$ cat src/rtl/ped_walk_agent_pkg.sv
// Shared state encoding and default cycle counts for the pedestrian walk agent.
// The optional clearance-flash phase is enabled by defining PED_FLASH_EN.
package ped_walk_agent_pkg;

  localparam int DEF_DEBOUNCE_CYCLES = 4;
  localparam int DEF_WALK_CYCLES     = 16;
  localparam int DEF_FLASH_CYCLES    = 8;
  localparam int DEF_COOLDOWN_CYCLES = 8;
  localparam int DEF_CNT_W           = 8;

  typedef logic [2:0] ped_state_t;

  localparam ped_state_t ST_IDLE     = 3'd0;
  localparam ped_state_t ST_REQ      = 3'd1;
  localparam ped_state_t ST_WALK     = 3'd2;
  localparam ped_state_t ST_FLASH    = 3'd3;
  localparam ped_state_t ST_COOLDOWN = 3'd4;

endpackage

$ cat src/rtl/ped_btn_debounce.sv
// Button synchronizer and debouncer; press is a one-cycle pulse on the debounced rising edge.
// The pulse is combinational so the consumer registers it on the same edge the level rises.
import ped_walk_agent_pkg::*;

module ped_btn_debounce #(
  parameter int DEBOUNCE_CYCLES = DEF_DEBOUNCE_CYCLES
) (
  input  logic clk_ped,
  input  logic rst_ped,
  input  logic button,
  output logic press
);

  localparam int DB_W = (DEBOUNCE_CYCLES > 2) ? $clog2(DEBOUNCE_CYCLES) : 1;
  localparam logic [DB_W-1:0] DB_LAST = DB_W'(DEBOUNCE_CYCLES - 1);

  logic            sync_1;
  logic            sync_2;
  logic [DB_W-1:0] db_cnt;
  logic            db_level;

  always_ff @(posedge clk_ped or posedge rst_ped) begin
    if (rst_ped) begin
      sync_1 <= 1'b0;
      sync_2 <= 1'b0;
    end else begin
      sync_1 <= button;
      sync_2 <= sync_1;
    end
  end

  // Counts consecutive high samples; the final sample raises the level and the pulse together.
  always_ff @(posedge clk_ped or posedge rst_ped) begin
    if (rst_ped) begin
      db_cnt   <= '0;
      db_level <= 1'b0;
    end else if (!sync_2) begin
      db_cnt   <= '0;
      db_level <= 1'b0;
    end else if (!db_level) begin
      if (db_cnt == DB_LAST) begin
        db_level <= 1'b1;
      end else begin
        db_cnt <= db_cnt + 1'b1;
      end
    end
  end

  assign press = sync_2 && !db_level && (db_cnt == DB_LAST);

endmodule

$ cat src/rtl/ped_walk_agent.sv
// Pedestrian end of the walk-request toggle handshake: request, walk, optional flash, ack, cooldown.
// Define PED_FLASH_EN to add the clearance-flash phase between walk and ack.
import ped_walk_agent_pkg::*;

module ped_walk_agent #(
  parameter int DEBOUNCE_CYCLES = DEF_DEBOUNCE_CYCLES,
  parameter int WALK_CYCLES     = DEF_WALK_CYCLES,
  parameter int FLASH_CYCLES    = DEF_FLASH_CYCLES,
  parameter int COOLDOWN_CYCLES = DEF_COOLDOWN_CYCLES,
  parameter int CNT_W           = DEF_CNT_W
) (
  input  logic clk_ped,
  input  logic rst_ped,
  input  logic button,
  input  logic grant_sync,
  output logic req_toggle_out,
  output logic ack_toggle_out,
  output logic walk,
  output logic walk_flash,
  output logic busy
);

  localparam logic [CNT_W-1:0] WALK_LOAD = CNT_W'(WALK_CYCLES - 1);
  localparam logic [CNT_W-1:0] COOL_LOAD = CNT_W'(COOLDOWN_CYCLES - 1);

  if (DEBOUNCE_CYCLES < 2 || WALK_CYCLES < 1 || FLASH_CYCLES < 1 || COOLDOWN_CYCLES < 1 ||
      WALK_CYCLES > 2**CNT_W || FLASH_CYCLES > 2**CNT_W || COOLDOWN_CYCLES > 2**CNT_W) begin : g_bad_params
    $error("ped_walk_agent: cycle parameter out of range");
  end

  ped_state_t       state;
  logic [CNT_W-1:0] cnt;
  logic             pending_press;
  logic             prev_grant;
  logic             press;
  logic             grant_edge;

  ped_btn_debounce #(
    .DEBOUNCE_CYCLES(DEBOUNCE_CYCLES)
  ) u_debounce (
    .clk_ped(clk_ped),
    .rst_ped(rst_ped),
    .button (button),
    .press  (press)
  );

  assign grant_edge = (grant_sync != prev_grant);
  assign busy       = (state != ST_IDLE);

`ifdef PED_FLASH_EN
  localparam logic [CNT_W-1:0] FLASH_LOAD = CNT_W'(FLASH_CYCLES - 1);
  logic flash_q;
  assign walk_flash = flash_q;
`else
  assign walk_flash = 1'b0;
`endif

  // A press on the final cooldown cycle still counts as pending rather than being lost.
  always_ff @(posedge clk_ped or posedge rst_ped) begin
    if (rst_ped) begin
      state          <= ST_IDLE;
      cnt            <= '0;
      pending_press  <= 1'b0;
      prev_grant     <= 1'b0;
      req_toggle_out <= 1'b0;
      ack_toggle_out <= 1'b0;
      walk           <= 1'b0;
`ifdef PED_FLASH_EN
      flash_q        <= 1'b0;
`endif
    end else begin
      prev_grant <= grant_sync;
      case (state)
        ST_IDLE: begin
          if (press) begin
            req_toggle_out <= ~req_toggle_out;
            state          <= ST_REQ;
          end
        end
        ST_REQ: begin
          if (grant_edge) begin
            cnt   <= WALK_LOAD;
            walk  <= 1'b1;
            state <= ST_WALK;
          end
        end
        ST_WALK: begin
          if (cnt == '0) begin
            walk <= 1'b0;
`ifdef PED_FLASH_EN
            flash_q <= 1'b1;
            cnt     <= FLASH_LOAD;
            state   <= ST_FLASH;
`else
            ack_toggle_out <= ~ack_toggle_out;
            cnt            <= COOL_LOAD;
            state          <= ST_COOLDOWN;
`endif
          end else begin
            cnt <= cnt - 1'b1;
          end
        end
`ifdef PED_FLASH_EN
        ST_FLASH: begin
          if (cnt == '0) begin
            flash_q        <= 1'b0;
            ack_toggle_out <= ~ack_toggle_out;
            cnt            <= COOL_LOAD;
            state          <= ST_COOLDOWN;
          end else begin
            cnt <= cnt - 1'b1;
          end
        end
`endif
        ST_COOLDOWN: begin
          if (cnt == '0) begin
            pending_press <= 1'b0;
            if (pending_press || press) begin
              req_toggle_out <= ~req_toggle_out;
              state          <= ST_REQ;
            end else begin
              state <= ST_IDLE;
            end
          end else begin
            cnt <= cnt - 1'b1;
            if (press) begin
              pending_press <= 1'b1;
            end
          end
        end
        default: begin
          state <= ST_IDLE;
        end
      endcase
    end
  end

endmodule

$ cat config.mk
export PLATFORM = sky130hd
export DESIGN_NAME = ped_walk_agent
export DESIGN_NICKNAME = d
export VERILOG_FILES = /design/src/rtl/ped_walk_agent_pkg.sv /design/src/rtl/ped_btn_debounce.sv /design/src/rtl/ped_walk_agent.sv
export SDC_FILE = /design/constraint.sdc
export NUM_CORES = 1
export LEC_CHECK = 0
export ABC_AREA = 1
export CELL_PAD_IN_SITES_DETAIL_PLACEMENT = 1
export CELL_PAD_IN_SITES_GLOBAL_PLACEMENT = 1
export CORE_UTILIZATION = 35
export CTS_BUF_LIST = sky130_fd_sc_hd__clkbuf_16
export CTS_CLUSTER_DIAMETER = 40
export DETAILED_ROUTE_END_ITERATION = 10
export PLACE_DENSITY_LB_ADDON = 0.1
export SLEW_MARGIN = 30
export SYNTH_ARGS = -nofsm -noshare
export SYNTH_HDL_FRONTEND = slang
export SYNTH_HIERARCHICAL = 1
export SYNTH_SLANG_ARGS = --single-unit
$ cat constraint.sdc
create_clock -name clk_ped -period 2 [get_ports clk_ped]
set_input_delay 0.6 -clock clk_ped [delete_from_list [all_inputs] [get_ports clk_ped]]
set_output_delay 0.6 -clock clk_ped [all_outputs]
set_load 0.005 [all_outputs]
# Word level (Yosys, flattened, before mapping)
# Cells that the tools add are included.
dict set report totals {
  reg_bits 21
  latch_bits 0
  ramBits 0
  romBits 0
  in_bits 4
  out_inout_bits 5
  word_cells 71
  memories 0
}
dict set report op_classes {
  add_sub_neg 2
  multipliers 0
  n_div 0
  magnitude_cmp 0
  eq_ne 13
  n_shift 0
  mux 25
  n_bitwise 2
  reduce_logical 18
}
# cell count
set ops {}
lappend ops {{$mux 8} 3}
lappend ops {{$pmux 8 s3} 1}
lappend ops {{$ne 2x2->1 const B} 8}
lappend ops {{$mux 3} 4}
lappend ops {{$pmux 3 s4} 1}
lappend ops {{$mux 1} 11}
lappend ops {{$logic_not 8->1} 1}
lappend ops {{$reduce_and 4->1} 2}
lappend ops {{$sub 8x1->8 const B} 1}
lappend ops {{$mux 2} 3}
lappend ops {{$reduce_and 2->1} 3}
lappend ops {{$reduce_and 3->1} 2}
lappend ops {{$reduce_bool 2->1} 3}
lappend ops {{$reduce_bool 3->1} 2}
lappend ops {{$pmux 1 s2} 2}
lappend ops {{$eq 3x1->1 const B} 1}
lappend ops {{$eq 3x2->1 const B} 1}
lappend ops {{$eq 3x3->1 const B} 1}
lappend ops {{$logic_not 3->1} 1}
lappend ops {{$add 2x1->2 const B} 1}
lappend ops {{$eq 2x2->1 const B} 1}
lappend ops {{$logic_and 1x1->1} 2}
lappend ops {{$not 1->1} 2}
lappend ops {{$logic_not 1->1} 1}
lappend ops {{2 further kinds} 2}

# Depth between registers and ports, before layout
dict set report depth {
  ltp_word 7
  depth_mapped 11
  depth_no_buf 11
}

# Hierarchy
# The synthesis kept the hierarchy.
# module instances cells_each area_per_inst_um2 seq_area_each_um2
set modules_own_cells {}
lappend modules_own_cells {ped_walk_agent 1 138 1086.0 400.4}
lappend modules_own_cells {ped_btn_debounce 1 19 191.4 125.1}

# Least setup slack after synthesis
# Ideal clock, no wire load.
dict set report synth_timing {
  kind {reg-to-output}
  start {register state[0]}
  end {output port busy}
  t_arrival_ps 822
  required_ps 1400
  slack_ps 578
  stages_incl_launch_ff 5
  n_path_buf 0
  cell_sequence {dfrtp_1 > inv_1 > nand2_1 > nor2_1 > inv_1}
}
dict set report synth_via {
  elab_chain_len 1
}
# element line
set synth_rtl {}
lappend synth_rtl {{start: declaration} ped_walk_agent.sv:31} ;# ped_state_t state;
lappend synth_rtl {{start signal: assignment} ped_walk_agent.sv:61} ;# state <= ST_IDLE;
lappend synth_rtl {{start signal: assignment} ped_walk_agent.sv:77} ;# state <= ST_REQ;
lappend synth_rtl {{start signal: assignment} ped_walk_agent.sv:84} ;# state <= ST_WALK;
lappend synth_rtl {{$reduce_bool 3->1} ped_walk_agent.sv:48} ;# assign busy = (state != ST_IDLE);
lappend synth_rtl {{end: declaration} ped_walk_agent.sv:20} ;# output logic busy
# Every way passes these cells.

# Worst setup path in the final report
dict set report layout_timing {
  start {register ack_toggle_out}
  end {output port ack_toggle_out}
}
# element line
set layout_lines {}
lappend layout_lines {{start: declaration} ped_walk_agent.sv:17} ;# output logic ack_toggle_out,
lappend layout_lines {{start signal: assignment} ped_walk_agent.sv:95} ;# ack_toggle_out <= ~ack_toggle_out;
# No word-level cell between the ends.

==> summary.txt <==
Status
  – Result of the run: completed

CTS
  – Clock-pin slew on the worst setup and hold paths: 0.06 ns
  – Cell chosen for the clock root: sky130_fd_sc_hd__clkbuf_16
  – Clock tree from TritonCTS: yes
  – Clock sink count: 21
  – CTS buffer count: 3
  – Worst-Skew Late Latency: 0.25 ns
  – Number of buffers on the longest clock path: 2
  – H-tree lvl count: 1

Route
  – Number of nets with antenna violations after routing: 0
  – Average via count per standard cell: 4.73
  – Iter 0 DRT Violations: 26
  – Via count of the routed design: 1032
  – Post-route DRC violation count: 0
  – Total wire length: 2790 µm
  – First-pass DRT Iterations: 4
  – Routed length per instance: 12.8 µm

Layout
  – Layout overhead on the synthesized area: 18.9%
  – Final Net Count: 179
  – Commonest cells after routing, fill and taps aside: sky130_fd_sc_hd__nand2_1 (46), sky130_fd_sc_hd__inv_1 (21), sky130_fd_sc_hd__dfrtp_1 (21)
  – Most common cell after layout, fill and taps aside: sky130_fd_sc_hd__nand2_1
  – Antenna fix cells: 0
  – Finished Layout Cells: 218
  – Fraction of layout cells with a size suffix above 1: 0.221

Worst hold path
  – Worst Hold Depth: 0
  – Path type of the worst min-delay path: reg -> reg
  – Hold_sp: u_debounce/sync_1$_DFF_PP0_
  – End of the worst hold path: u_debounce/sync_2$_DFF_PP0_

GRT
  – Largest net degree at the start of global routing: 17
  – Antenna violations before repair: 0
  – First-pass GRT wire length: 5040 µm
  – Tot GR Track Use: 0.163
  – Met1 Resource Use GR: 0.214
  – Gr busiest metal: met2
  – Met2 usage in global routing: 0.280
  – Met3 capacity usage during global routing: 0.0292
  – Leftover overflow at the end of global routing: 0
  – Number of global-route vias before repair: 1119

Yosys
  – Post-synthesis sequential element count: 21
  – Syn_nets: 163
  – Number of instances in the synthesized netlist: 157
  – Mean cell area of the mapped netlist: 8.14 µm²
  – Mapped cell area: 1280 µm²
  – Proportion of register bits with asynchronous set or reset after synthesis: 1.00
  – Number of enable flip-flop cells after synthesis: 0
  – Most common flop cell mapped by yosys: sky130_fd_sc_hd__dfrtp_1
  – Syn. warnings: 6
  – Number of different library cells in the post-synthesis netlist: 30
  – Share of synthesized area occupied by flip-flops and latches: 0.411

Pwr
  – IR drop worst, VDD: 0.552 mV
  – Power density cells: 1510 nW/µm²
  – Leakage: 0.818 nW

Worst setup path
  – R2r startpoint: cnt[0]$_DFFE_PP0P_
  – Largest stage delay on the critical path: 0.51 ns
  – Required arrival time at the worst endpoint: 1.40 ns
  – Register-to-register setup slack: 0.38 ns
  – Cells on worst reg2reg path: 9
  – Endpoint kind of the worst setup timing path: output port
  – Crit path max fanout: 2
  – Endpoint arrival time on the critical path: 1.12 ns
  – Worst-path cell chain: clkdlybuf4s50_1
  – Critical register-to-register path endpoint: req_toggle_out$_DFFE_PP0P_
  – CP top delay family: buffers and inverters
  – CP Launch Type: flop
  – Cell type of the slowest stage on the worst timing path: sky130_fd_sc_hd__clkdlybuf4s50_1
  – CP Class: reg -> out
  – WP buf/inv: 1

Timing
  – Final sum of negative setup slack: 0 ns
  – Final Hold Viols: 0
  – Minimum clock period after layout: 1.72 ns
  – Final Setup Violations: 0
  – Clock Skews: 0.00549 ns
  – Final Cycle Share: 0.860
  – Peak Freq: 0.582 GHz
  – RSZ-0062 raised after global routing: false
  – Max Slew Vio Count: 0

Die
  – Total die area: 3900 µm²
  – # rows: 21
  – Horiz. Die Dim: 62.4 µm
  – Initial core utilization: 0.374
  – Die outline height: 62.4 µm
  – Top-level I/O count: 9
  – Floorplan core area: 3420 µm²

Placement
  – Final HPWL from detailed placement: 2230 µm
  – Number of port buffers: 7
  – Post-placement cell count: 211
  – Routability Congestion: 0.786

Run
  – Maxcap violations: 0
[cell families (layout without fill, tap and decap cells)]
kind of cell | after synthesis | count (layout) | synth area share
adders and majority gates | 2 | 2 | 0.0196
xor gates and xnor gates | 3 | 3 | 0.0206
AOI/OAI and AO/OA | 12 | 12 | 0.0744
buffers and inverters | 29 | 44 | 0.0999
other | 1 | 1 | 0.00294
and+or+nand+nor | 89 | 89 | 0.371
DFF | 21 | 21 | 0.411
[worst register-to-register path, delay by kind of cell, from the launching register on]
family / cells / cell delay [ns]
AO/OA/AOI/OAI: 1 / 0.20
buffers and inverters: 2 / 0.22
AND/OR/NAND/NOR: 5 / 0.41
flip-flops: 1 / 0.40
adder cells (fa/ha/maj): 1 / 0.30
[power breakdown]
| part | internal [mW] | total, mW | switching [mW] |
|---|---|---|---|
| sequential | 0.564 | 0.665 | 0.101 |
| clock | 0.266 | 0.419 | 0.153 |
| combinational | 0.500 | 1.21 | 0.708 |
[how the worst max path moves through the flow]
stage,startpoint,end,slack [ns],cells after the start
finish,ack_toggle_out$_DFFE_PP0P_,ack_toggle_out,0.28,1
global route,cnt[0]$_DFFE_PP0P_,cnt[1]$_DFFE_PP0P_,0.21,10
CTS,state[0]$_DFFE_PP0P_,busy,0.01,5
detailed placement,grant_sync,cnt[2]$_DFFE_PP0P_,0.07,12
global placement,grant_sync,cnt[2]$_DFFE_PP0P_,0.11,12
floorplan,state[0]$_DFFE_PP0P_,busy,0.58,4
[per-stage QoR]
| stage | total power, mW | cell area [µm²] | hold WS (ns) | worst slack [ns] | utilization |
|---|---|---|---|---|---|
| 6_report | 2.29 | 1520 | 0.355 | 0.281 | 0.445 |
| 5_1_grt | 2.50 | 1520 | 0.370 | 0.215 | 0.445 |
| 4_1_cts | 2.33 | 1520 | 0.358 | 0.0100 | 0.444 |
| 3_5_place_dp | 1.86 | 1410 | 0.345 | 0.0746 | 0.414 |
| 3_3_place_gp | 1.81 | 1410 | 0.337 | 0.105 | 0.414 |
| 2_1_floorplan | 1.54 | 1280 | 0.331 | 0.578 | - |
[cell usage after synthesis, types with 2 or more instances]
cell type	count	area, µm²
sky130_fd_sc_hd__nand2_1	46	173
sky130_fd_sc_hd__o21ai_0	3	15.0
sky130_fd_sc_hd__inv_2	4	15.0
sky130_fd_sc_hd__nand4_1	4	25.0
sky130_fd_sc_hd__nand2_4	3	33.8
sky130_fd_sc_hd__nand3_1	10	50.1
sky130_fd_sc_hd__nor2_1	11	41.3
sky130_fd_sc_hd__inv_1	21	78.8
sky130_fd_sc_hd__nand3_2	2	20.0
sky130_fd_sc_hd__o21ai_1	3	15.0
sky130_fd_sc_hd__nor2_4	2	22.5
sky130_fd_sc_hd__xor2_1	3	26.3
sky130_fd_sc_hd__ha_1	2	25.0
sky130_fd_sc_hd__dfrtp_1	21	526
sky130_fd_sc_hd__o21ai_2	2	17.5
sky130_fd_sc_hd__nand2_2	6	37.5
[cell type report]
type | count | area [µm²]
clock inverter | 1 | 3.75
timing repair buffer | 12 | 110
tap | 46 | 57.6
fill | 420 | 1900
sequential | 21 | 526
inverter | 28 | 120
multi-input combinational | 107 | 627
clock buffer | 3 | 75.1
[sequential cells by signal, indices dropped and copies added (netlist names)]
name and flops:
ack_toggle_out 1, cnt 8, pending_press 1, prev_grant 1, req_toggle_out 1, state 3
u_debounce/db_cnt 2, u_debounce/db_level 1, u_debounce/sync_1 1, u_debounce/sync_2 1, walk 1
[timing repair]
item | in CTS | in global routing
resized for setup | 2 | 1
hold buffers | 0 | 0
setup endpoints to repair | 1 | 1
buffers inserted | 3 | 0
pin swaps | 0 | 1
[metal layers]
metal  wire, µm  up-vias
met5          0        -
met2       1420        9
li1           -      515
met3         65        2
met1       1290      506
met4         15        0
Power figures use the tool's default switching activity.
